## src/rtl/lim_dec_timer.sv

```systemverilog
// MM:SS countdown timer built from four limited BCD-style decrementors.
// A small control FSM owns load, run/pause and expiry.

module lim_dec_digit #(
    parameter int unsigned L = 10
) (
    input  logic [3:0] d,
    input  logic       b_in,
    output logic [3:0] q,
    output logic       b_out
);

    localparam logic [3:0] LM1 = 4'(L - 1);

    always_comb begin
        q     = d;
        b_out = 1'b0;
        if (b_in) begin
            if (d != 4'd0) begin
                q = d - 4'd1;
            end else begin
                q     = LM1;
                b_out = 1'b1;
            end
        end
    end

endmodule

module lim_dec_timer #(
    parameter int unsigned L0 = 10,
    parameter int unsigned L1 = 6,
    parameter int unsigned L2 = 10,
    parameter int unsigned L3 = 6
) (
    input  logic        clk,
    input  logic        reset,
    input  logic        tick,
    input  logic        load,
    input  logic [15:0] load_val,
    input  logic        start_stop,
    output logic [15:0] digits,
    output logic        running,
    output logic        expired,
    output logic        done
);

    typedef enum logic [1:0] {
        S_IDLE,
        S_RUN,
        S_PAUSE,
        S_DONE
    } state_t;

    state_t      state_q, state_d;
    logic [15:0] dig_q, dig_d;
    logic [15:0] dec;
    logic [15:0] clamped;
    logic [3:0]  b;

    function automatic logic [3:0] clamp(
        input logic [3:0]  v,
        input int unsigned lim
    );
        logic [4:0] l5;
        l5 = 5'(lim);
        if ({1'b0, v} >= l5) begin
            return 4'(l5 - 5'd1);
        end
        return v;
    endfunction

    assign clamped = {clamp(load_val[15:12], L3),
                      clamp(load_val[11:8],  L2),
                      clamp(load_val[7:4],   L1),
                      clamp(load_val[3:0],   L0)};

    // Borrow ripples d0 -> d3 so the whole value steps in one edge.
    lim_dec_digit #(.L(L0)) u_d0 (
        .d(dig_q[3:0]),   .b_in(1'b1),
        .q(dec[3:0]),     .b_out(b[0])
    );
    lim_dec_digit #(.L(L1)) u_d1 (
        .d(dig_q[7:4]),   .b_in(b[0]),
        .q(dec[7:4]),     .b_out(b[1])
    );
    lim_dec_digit #(.L(L2)) u_d2 (
        .d(dig_q[11:8]),  .b_in(b[1]),
        .q(dec[11:8]),    .b_out(b[2])
    );
    lim_dec_digit #(.L(L3)) u_d3 (
        .d(dig_q[15:12]), .b_in(b[2]),
        .q(dec[15:12]),   .b_out(b[3])
    );

    always_comb begin
        state_d = state_q;
        dig_d   = dig_q;
        if (load) begin
            dig_d   = clamped;
            state_d = S_IDLE;
        end else begin
            unique case (state_q)
                S_IDLE: begin
                    if (start_stop) begin
                        state_d = (dig_q != 16'd0) ? S_RUN : S_DONE;
                    end
                end
                S_RUN: begin
                    if (start_stop) begin
                        state_d = S_PAUSE;
                    end else if (tick) begin
                        // A borrow out of d3 would mean a wrap; hold at zero.
                        if (b[3]) begin
                            dig_d   = 16'd0;
                            state_d = S_DONE;
                        end else begin
                            dig_d = dec;
                            if (dec == 16'd0) begin
                                state_d = S_DONE;
                            end
                        end
                    end
                end
                S_PAUSE: begin
                    if (start_stop) begin
                        state_d = S_RUN;
                    end
                end
                S_DONE: begin
                    state_d = S_DONE;
                end
                default: begin
                    state_d = S_IDLE;
                end
            endcase
        end
    end

    always_ff @(posedge clk) begin
        if (!reset) begin
            state_q <= S_IDLE;
            dig_q   <= 16'd0;
            running <= 1'b0;
            expired <= 1'b0;
            done    <= 1'b0;
        end else begin
            state_q <= state_d;
            dig_q   <= dig_d;
            running <= (state_d == S_RUN);
            expired <= (state_d == S_DONE);
            done    <= (state_d == S_DONE) && (state_q != S_DONE);
        end
    end

    assign digits = dig_q;

endmodule
```

## config.mk

```make
export PLATFORM = sky130hd
export DESIGN_NAME = lim_dec_timer
export DESIGN_NICKNAME = d
export VERILOG_FILES = /design/src/rtl/lim_dec_timer.sv
export SDC_FILE = /design/constraint.sdc
export NUM_CORES = 1
export LEC_CHECK = 0
export CORE_UTILIZATION = 41
export CTS_CLUSTER_DIAMETER = 80
export CTS_CLUSTER_SIZE = 12
export DETAILED_ROUTE_END_ITERATION = 8
export PLACE_DENSITY = 0.75
export SYNTH_ARGS = -nofsm -noshare
export SYNTH_HDL_FRONTEND = slang
export SYNTH_HIERARCHICAL = 1
export SYNTH_SLANG_ARGS = --single-unit
```

## constraint.sdc

```tcl
create_clock -name clk -period 3.9 [get_ports clk]
set_clock_uncertainty 0.15 [all_clocks]
set_input_delay 0.39 -clock clk [delete_from_list [all_inputs] [get_ports clk]]
set_output_delay 0.39 -clock clk [all_outputs]
set_load 0.02 [all_outputs]
```

==> impl_metrics.tcl, run 1 <==
set metrics [dict create \
    insertion_delay_ns 0.30 \
    vias 1354 \
    critPathBufInv 3 \
    finalInstanceArea_sq_um 1730 \
    ys_seq_area_share_pct 33.7 \
    multi_input_area_sq_um 796 \
    crit_type "reg -> reg" \
    synth_flop_cell "dfxtp_1" \
    yosys_warnings 6 \
    period_needed_ns 3.62 \
    crit_path_start_kind "register" \
    cp_data_required_time_ns 3.96 \
    r2r_cells 15 \
    n_fill_cell 261 \
    swShare_pct 31.6 \
    wl_per_cell_um 15.8 \
    end_kind "register" \
    period_share_pct 92.9 \
    crit_arrival_ns 3.69 \
    syn_avg_cell_area_sq_um 8.32 \
    syn2layout_area_growth_pct 38.8 \
    synth_cells 150 \
    cts_setup_buffers 0 \
    ant_nets 0 \
    worst_path_largest_cell_delay_ns 0.37 \
    min_to "done$_SDFF_PN0_" \
    regArea_sq_um 420 \
    p_per_area_nw_per_um2 289 \
    cts.sinks 21 \
    grt-ovfl-total 0 \
    final_common_cell "clkdlybuf4s50_1" \
    setup.worst_path.start "digits[0]$_SDFFE_PN0P_" \
    ys_ff_latch 21 \
    hold_depth 1 \
    final_layout_size_suffix_gt1_share_pct 9.84 \
    setup_tns_ns 0 \
    synth-edff-count 0 \
    grt_antenna_before_repair 0 \
    r2r-start "digits[0]$_SDFFE_PN0P_" \
    rows 19 \
    fin_cells 224 \
    failed_checks "design-rule violations" \
    crit_fanout 6 \
    gp_congestion 0.869 \
    die_y_um 57.2 \
    peakVddDrop_mv 0.208 \
    drc_errors 2 \
    internal_power_mw 0.342 \
    start_util_pct 44.1 \
    slowest_stage "dfxtp_1" \
    cts_hold_buf 0 \
    post-place-cells 220 \
    ctsHtreeMaxLevel 1 \
    finalHoldViolCount 0 \
    ff2ff_setup_slack_ns 0.28 \
    drtIter0Drc 93 \
    final_util_pct 61.2 \
    tritoncts "built" \
    dp_hpwl_um 2620 \
    fmax_mhz 276 \
    fp.dieArea_sq_um 3270 \
    io_pins 40 \
    hold_path.class "reg -> reg" \
    coreArea_sq_um 2830 \
    grt_pass1_vias 1315 \
    drt_first_pass_iters 6 \
    dpl_cell_area_sq_um 1680 \
    r2r_end "done$_SDFF_PN0_" \
    die_x_um 57.2 \
    power.leakage_nw 0.662 \
    ys_async_sr_fraction_pct 0 \
    place.port_buffers 39 \
    pwr-share-clk_pct 21.0 \
    crit_chain "nand2b_4 > nor4_4 > inv_1 > or3_4 > nor3_1 > buf_4 > nand2b_4 > nor4_2 > inv_1 > or3_4 > o21a_1 > nor4_1 > a41o_1 > nand4_1 > a221oi_1" \
    maxCapViolCount 0 \
    status "finished, violations left" \
    grt_pass1_wl_um 5830 \
    path_delay_family "simple AND/OR/NAND/NOR gates" \
    ys_types 41 \
    min-delay-start "state_q[1]$_SDFF_PN0_" \
    tightest_slew_ns 0.654 \
    finalWirelength_um 3540 \
    ctsRootBufferMaster "clkbuf_4" \
    clk_path_buf_depth 2 \
    combPwrFrac_pct 30.3 \
    viasPerCell 6.04 \
    antenna_cells 0 \
    clk_pin_slew_worst_paths_ns 0.11 \
    gr-usage-all-layers_pct 23.0 \
    netSwitchingPower_mw 0.158 \
    grt_setup_unrepaired "no" \
    setup_violations 0 \
    relSlewSlack_pct 56.2 \
    nNetsFinal 215 \
    layout_common_cells "clkdlybuf4s50_1, nor2_1, dfxtp_1, nor3_1, nor4_1" \
    synth_area_sq_um 1250 \
    final_max_slew_viol_count 0 \
    timing.hold.ws_ns 0.407 \
    numCtsBuffers 3 \
    power_frac_seq_pct 48.7 \
    grt_max_degree 18 \
]
==> cell usage after synthesis, types with 3 or more instances <==
cell / instances / share of area [%]
nor2_1: 22 / 6.6
dfxtp_1: 21 / 34
nor3_1: 12 / 4.8
nor4_1: 10 / 5.0
o21ai_0: 7 / 2.8
a221oi_1: 6 / 4.2
xor2_1: 6 / 4.2
a21oi_1: 5 / 2.0
a22oi_1: 5 / 3.0
inv_1: 5 / 1.5
o21a_1: 4 / 2.4
a222oi_1: 3 / 2.4
buf_2: 3 / 1.2
nand2_1: 3 / 0.90
==> state kept, by name, summed over array words and instances, names as in the netlist <==
register and flops:
running 1, expired 1, state_q 2, done 1
digits 16
==> layer usage <==
metal | vias to the layer above | track usage, % | part of all wire, %
met1 | 639 | 28.0 | 45
met3 | 2 | 5.67 | 5.2
met4 | 0 | 8.36 | 0.45
met2 | 50 | 39.5 | 49
li1 | 663 | - | -
met5 | - | 0 | 0
==> power groups by stage <==
stage	clock, mW	sequential, mW	combinational (mW)
final	0.105	0.243	0.151
after global routing	0.117	0.245	0.164
after CTS	0.110	0.241	0.149
after detailed placement	0	0.246	0.148
after global placement	0	0.246	0.146
after floorplan	0	0.258	0.0694
==> final cells by class <==
class,count,share of cell area [%]
flip-flops and latches,21,24.3
repair buffers,44,24.7
clock buffers,4,1.52
well taps,31,2.24
multi-input cells,118,46.0
inverters,6,1.30
==> cells by family after synthesis <==
kind of cell | Yosys count | share of synthesized area (%)
AO/OA/AOI/OAI | 44 | 25.8
XOR/XNOR | 8 | 5.62
buffers and inverters | 12 | 4.51
flip-flops | 21 | 33.7
multiplexers | 1 | 0.802
other | 1 | 0.301
AND/OR/NAND/NOR | 63 | 29.3
==> per-stage QoR <==
stage / setup WS [ns] / power, mW
floorplan: 0.137 / 0.328
global placement: 0.221 / 0.392
detailed placement: 0.0663 / 0.394
CTS: 0.00867 / 0.500
global route: 0.0218 / 0.526
finish: 0.279 / 0.500
==> how the worst max path moves through the flow <==
stage / to / depth (start not counted) / slack (ns)
floorplan: digits[11]$_SDFFE_PN0P_ / 15 / 0.14
global placement: done$_SDFF_PN0_ / 15 / 0.22
detailed placement: done$_SDFF_PN0_ / 15 / 0.07
CTS: done$_SDFF_PN0_ / 15 / 0.009
global route: done$_SDFF_PN0_ / 15 / 0.02
finish: done$_SDFF_PN0_ / 15 / 0.28
==> repair_timing <==
| item | CTS | global route |
|---|---|---|
| setup endpoints to repair | 0 | 19 |
| resized for setup | 0 | 3 |
| hold endpoints to repair | 0 | 0 |
Power figures use the tool's default switching activity.
==> run 2: changes to the inputs <==
- RECOVER_POWER: unset -> 100
==> impl_metrics.tcl, run 2 (synthesized netlist as in run 1, its figures left out) <==
set metrics [dict create \
    status "finished, violations left" \
    failed_checks "design-rule violations" \
    clk_path_buf_depth 2 \
    path_delay_family "simple AND/OR/NAND/NOR gates" \
    ctsRootBufferMaster "clkbuf_4" \
    rows 19 \
    fp.dieArea_sq_um 3270 \
    finalHoldViolCount 0 \
    layout_common_cells "nor2_1, dfxtp_1, dlygate4sd3_1, clkdlybuf4s50_1, nor3_1" \
    cts.sinks 21 \
    crit_path_start_kind "register" \
    place.port_buffers 39 \
    grt-ovfl-total 0 \
    p_per_area_nw_per_um2 286 \
    combPwrFrac_pct 29.7 \
    wl_per_cell_um 15.6 \
    gr-usage-all-layers_pct 23.0 \
    cts_setup_buffers 0 \
    period_share_pct 92.9 \
    crit_fanout 6 \
    critPathBufInv 3 \
    dp_hpwl_um 2620 \
    fin_cells 224 \
    io_pins 40 \
    grt_pass1_vias 1315 \
    die_y_um 57.2 \
    final_layout_size_suffix_gt1_share_pct 9.84 \
    ctsHtreeMaxLevel 1 \
    peakVddDrop_mv 0.207 \
    maxCapViolCount 0 \
    grt_pass1_wl_um 5830 \
    antenna_cells 0 \
    period_needed_ns 3.62 \
    largest_reg_flops 16 \
    insertion_delay_ns 0.30 \
    viasPerCell 6.09 \
    worst_slack_ns 0.275 \
    p_total_mw 0.496 \
    regArea_sq_um 420 \
    drt_first_pass_iters 7 \
    final_common_cell "nor2_1" \
    setup_tns_ns 0 \
    vias 1364 \
    finalWirelength_um 3500 \
    crit_chain "nand2b_4 > nor4_4 > inv_1 > or3_4 > nor3_1 > buf_4 > nand2b_4 > nor4_2 > inv_1 > or3_4 > o21a_1 > nor4_1 > a41o_1 > nand4_1 > a221oi_1" \
    n_fill_cell 261 \
    swShare_pct 31.9 \
    ant_nets 0 \
    internal_power_mw 0.338 \
    post-place-cells 220 \
    tritoncts "built" \
    slowest_stage "dfxtp_1" \
    dp_slack_ns 0.0663 \
    netSwitchingPower_mw 0.158 \
    finalInstanceArea_sq_um 1730 \
    dpl_cell_area_sq_um 1680 \
    setup_violations 0 \
    power.leakage_nw 0.712 \
    crit_arrival_ns 3.69 \
    nNetsFinal 215 \
    worst_path_largest_cell_delay_ns 0.37 \
    drc_errors 2 \
    relSlewSlack_pct 55.3 \
    final_util_pct 61.2 \
    cp_data_required_time_ns 3.97 \
    power_frac_seq_pct 48.9 \
    syn2layout_area_growth_pct 38.8 \
    drtIter0Drc 93 \
    pwr-share-clk_pct 21.4 \
    grt_antenna_before_repair 0 \
    clk_pin_slew_worst_paths_ns 0.11 \
    hold_path.class "reg -> reg" \
    grt_setup_unrepaired "no" \
    numCtsBuffers 3 \
    grt_max_degree 18 \
    final_max_slew_viol_count 0 \
    end_kind "register" \
    tightest_slew_ns 0.668 \
    crit_type "reg -> reg" \
    gp_congestion 0.869 \
    die_x_um 57.2 \
    start_util_pct 44.1 \
    timing.hold.ws_ns 0.416 \
    fmax_mhz 276 \
    coreArea_sq_um 2830 \
    multi_input_area_sq_um 796 \
]
## run 2: changes by cell type in the layout (fill, tap and decap cells not counted)
cell             before  now
dlygate4sd3_1         0   20
clkdlybuf4s50_1      39   19
## run 2: area by class of cell
type	count	area share, %
clock buffer	4	1.52
inverter	6	1.30
multi-input combinational	118	46.0
sequential	21	24.3
tap	31	2.24
timing repair buffer	44	24.7
## run 2: per-layer routing
layer	global-route usage, %	wire [um]	vias up	part of all wire [%]
met2	39.5	1750	54	50
met4	8.36	16	0	0.46
li1	-	-	663	-
met5	0	0	-	0
met3	5.67	213	2	6.1
met1	28.0	1520	645	43
## run 2: power groups by stage
stage / sequential [mW] / clock (mW) / combinational [mW]
2_1_floorplan: 0.258 / 0 / 0.0694
3_3_place_gp: 0.246 / 0 / 0.146
3_5_place_dp: 0.246 / 0 / 0.148
4_1_cts: 0.241 / 0.110 / 0.149
5_1_grt: 0.245 / 0.117 / 0.160
6_report: 0.243 / 0.106 / 0.147
## run 2: timing repair
action,in CTS,in global routing
resized for setup,0,3
hold buffers,0,0
endpoints found under the setup margin,0,19
## run 2: final timing paths
path | start | endpoint | slack [ns] | cells past startpoint
max | digits[0]$_SDFFE_PN0P_ | done$_SDFF_PN0_ | 0.28 | 15
min | state_q[1]$_SDFF_PN0_ | done$_SDFF_PN0_ | 0.42 | 1
max reg2reg | digits[0]$_SDFFE_PN0P_ | done$_SDFF_PN0_ | 0.28 | 15
min reg2reg | state_q[1]$_SDFF_PN0_ | done$_SDFF_PN0_ | 0.42 | 1
==> run 3: changes to the inputs <==
- CORE_UTILIZATION: 41 -> 35
- CTS_CLUSTER_DIAMETER: 80 -> 50
- PLACE_DENSITY: 0.75 -> 0.66
==> impl_metrics.tcl, run 3 (synthesized netlist as in run 1, its figures left out) <==
set metrics [dict create \
    syn2layout_area_growth_pct 41.7 \
    gp_congestion 0.880 \
    final_layout_size_suffix_gt1_share_pct 10.4 \
    nNetsFinal 215 \
    clk_path_buf_depth 2 \
    crit_arrival_ns 3.60 \
    power_frac_seq_pct 48.9 \
    clk_pin_slew_worst_paths_ns 0.12 \
    crit_fanout 6 \
    ant_nets 0 \
    grt_antenna_before_repair 0 \
    drt_first_pass_iters 5 \
    dpl_cell_area_sq_um 1700 \
    final_max_slew_viol_count 0 \
    die_y_um 61.7 \
    drc_errors 0 \
    period_needed_ns 3.53 \
    final_util_pct 52.6 \
    ctsHtreeMaxLevel 1 \
    tightest_slew_ns 0.656 \
    die_x_um 61.7 \
    period_share_pct 90.5 \
    ff2ff_setup_slack_ns 0.37 \
    setup_violations 0 \
    crit_path_start_kind "register" \
    drtIter0Drc 54 \
    netSwitchingPower_mw 0.161 \
    status "complete, no violations" \
    final_common_cell "nor2_1" \
    cts_hold_buf 0 \
    grt_pass1_vias 1244 \
    wl_per_cell_um 15.2 \
    combPwrFrac_pct 30.0 \
    peakVddDrop_mv 0.128 \
    io_pins 40 \
    setup_tns_ns 0 \
    hold_path.class "reg -> reg" \
    layout_common_cells "nor2_1, dfxtp_1, dlygate4sd3_1, clkdlybuf4s50_1, nor3_1" \
    finalHoldViolCount 0 \
    insertion_delay_ns 0.30 \
    finalInstanceArea_sq_um 1770 \
    pwr-share-clk_pct 21.2 \
    vias 1382 \
    n_fill_cell 344 \
    maxCapViolCount 0 \
    place.port_buffers 39 \
    tritoncts "built" \
    gr-usage-all-layers_pct 20.1 \
    p_per_area_nw_per_um2 282 \
    viasPerCell 5.78 \
    start_util_pct 37.1 \
    power.leakage_nw 0.710 \
    cp_data_required_time_ns 3.97 \
    grt_pass1_wl_um 5630 \
    dp_hpwl_um 2640 \
    fp.dieArea_sq_um 3810 \
    cts.sinks 21 \
    swShare_pct 32.2 \
    coreArea_sq_um 3360 \
    finalWirelength_um 3640 \
    end_kind "register" \
    relSlewSlack_pct 56.1 \
    fmax_mhz 283 \
    antenna_cells 0 \
    largest_reg_flops 16 \
    numCtsBuffers 3 \
    grt_setup_unrepaired "no" \
    crit_type "reg -> reg" \
    grt-ovfl-total 0 \
    cts_setup_buffers 0 \
    rows 21 \
    grt_max_degree 18 \
    internal_power_mw 0.338 \
    ctsRootBufferMaster "clkbuf_4" \
]
-- run 3: stage by stage --
step	hold WS (ns)	power, mW	cells	setup slack [ns]
final	0.420	0.499	239	0.369
after global routing	0.457	0.524	239	0.0759
after CTS	0.412	0.500	239	0.0931
after detailed placement	0.395	0.395	235	0.0101
after global placement	0.382	0.393	235	0.195
after floorplan	0.334	0.328	151	0.137
-- run 3: final timing paths --
kind / startpoint / end / cells past startpoint
hold / removal: digits[5]$_SDFFE_PN0P_ / digits[5]$_SDFFE_PN0P_ / 2
hold reg to reg: digits[5]$_SDFFE_PN0P_ / digits[5]$_SDFFE_PN0P_ / 2
setup / recovery: digits[0]$_SDFFE_PN0P_ / done$_SDFF_PN0_ / 15
setup reg to reg: digits[0]$_SDFFE_PN0P_ / done$_SDFF_PN0_ / 15
-- run 3: repair_timing --
action / CTS / global route
setup endpoints to repair: 1 / 11
hold endpoints to repair: 0 / 0
gates resized for setup: 1 / 5
gates cloned: 0 / 0
-- run 3: cell type report --
class | count | area [sq um] | area share [%]
clock buffers | 4 | 26.3 | 1.49
multi-input cells | 118 | 817 | 46.2
flip-flops and latches | 21 | 420 | 23.8
repair buffers | 44 | 424 | 24.0
inverters | 6 | 22.5 | 1.27
well taps | 46 | 57.6 | 3.26
-- run 3: routing by layer --
layer  part of all wire (%)  vias to the layer above  wire length [um]  GRT usage [%]
li1                       -                      667                 -              -
met1                     45                      664              1640           26.4
met2                     49                       49              1800           33.9
met3                    5.0                        2               183           2.69
met4                   0.55                        0                20           6.67
met5                      0                        -                 0              0
-- run 3: critical path: stages, from the launching register on --
cell	delay, ns
dfxtp_1	0.37
nand2b_4	0.19
nor4_4	0.19
inv_1	0.09
or3_4	0.36
nor3_1	0.16
buf_4	0.16
nand2b_4	0.08
nor4_4	0.18
inv_1	0.09
or3_4	0.36
o21a_1	0.21
nor4_2	0.16
a41o_1	0.22
nand4_1	0.20
a221oi_2	0.30
-- run 3: power groups by stage --
stage                     Sequential [mW]  Combinational (mW)  Clock, mW
after global routing                0.246               0.162      0.115
after floorplan                     0.258              0.0694          0
after detailed placement            0.246               0.149          0
final                               0.244               0.150      0.106
after global placement              0.246               0.147          0
after CTS                           0.242               0.150      0.108
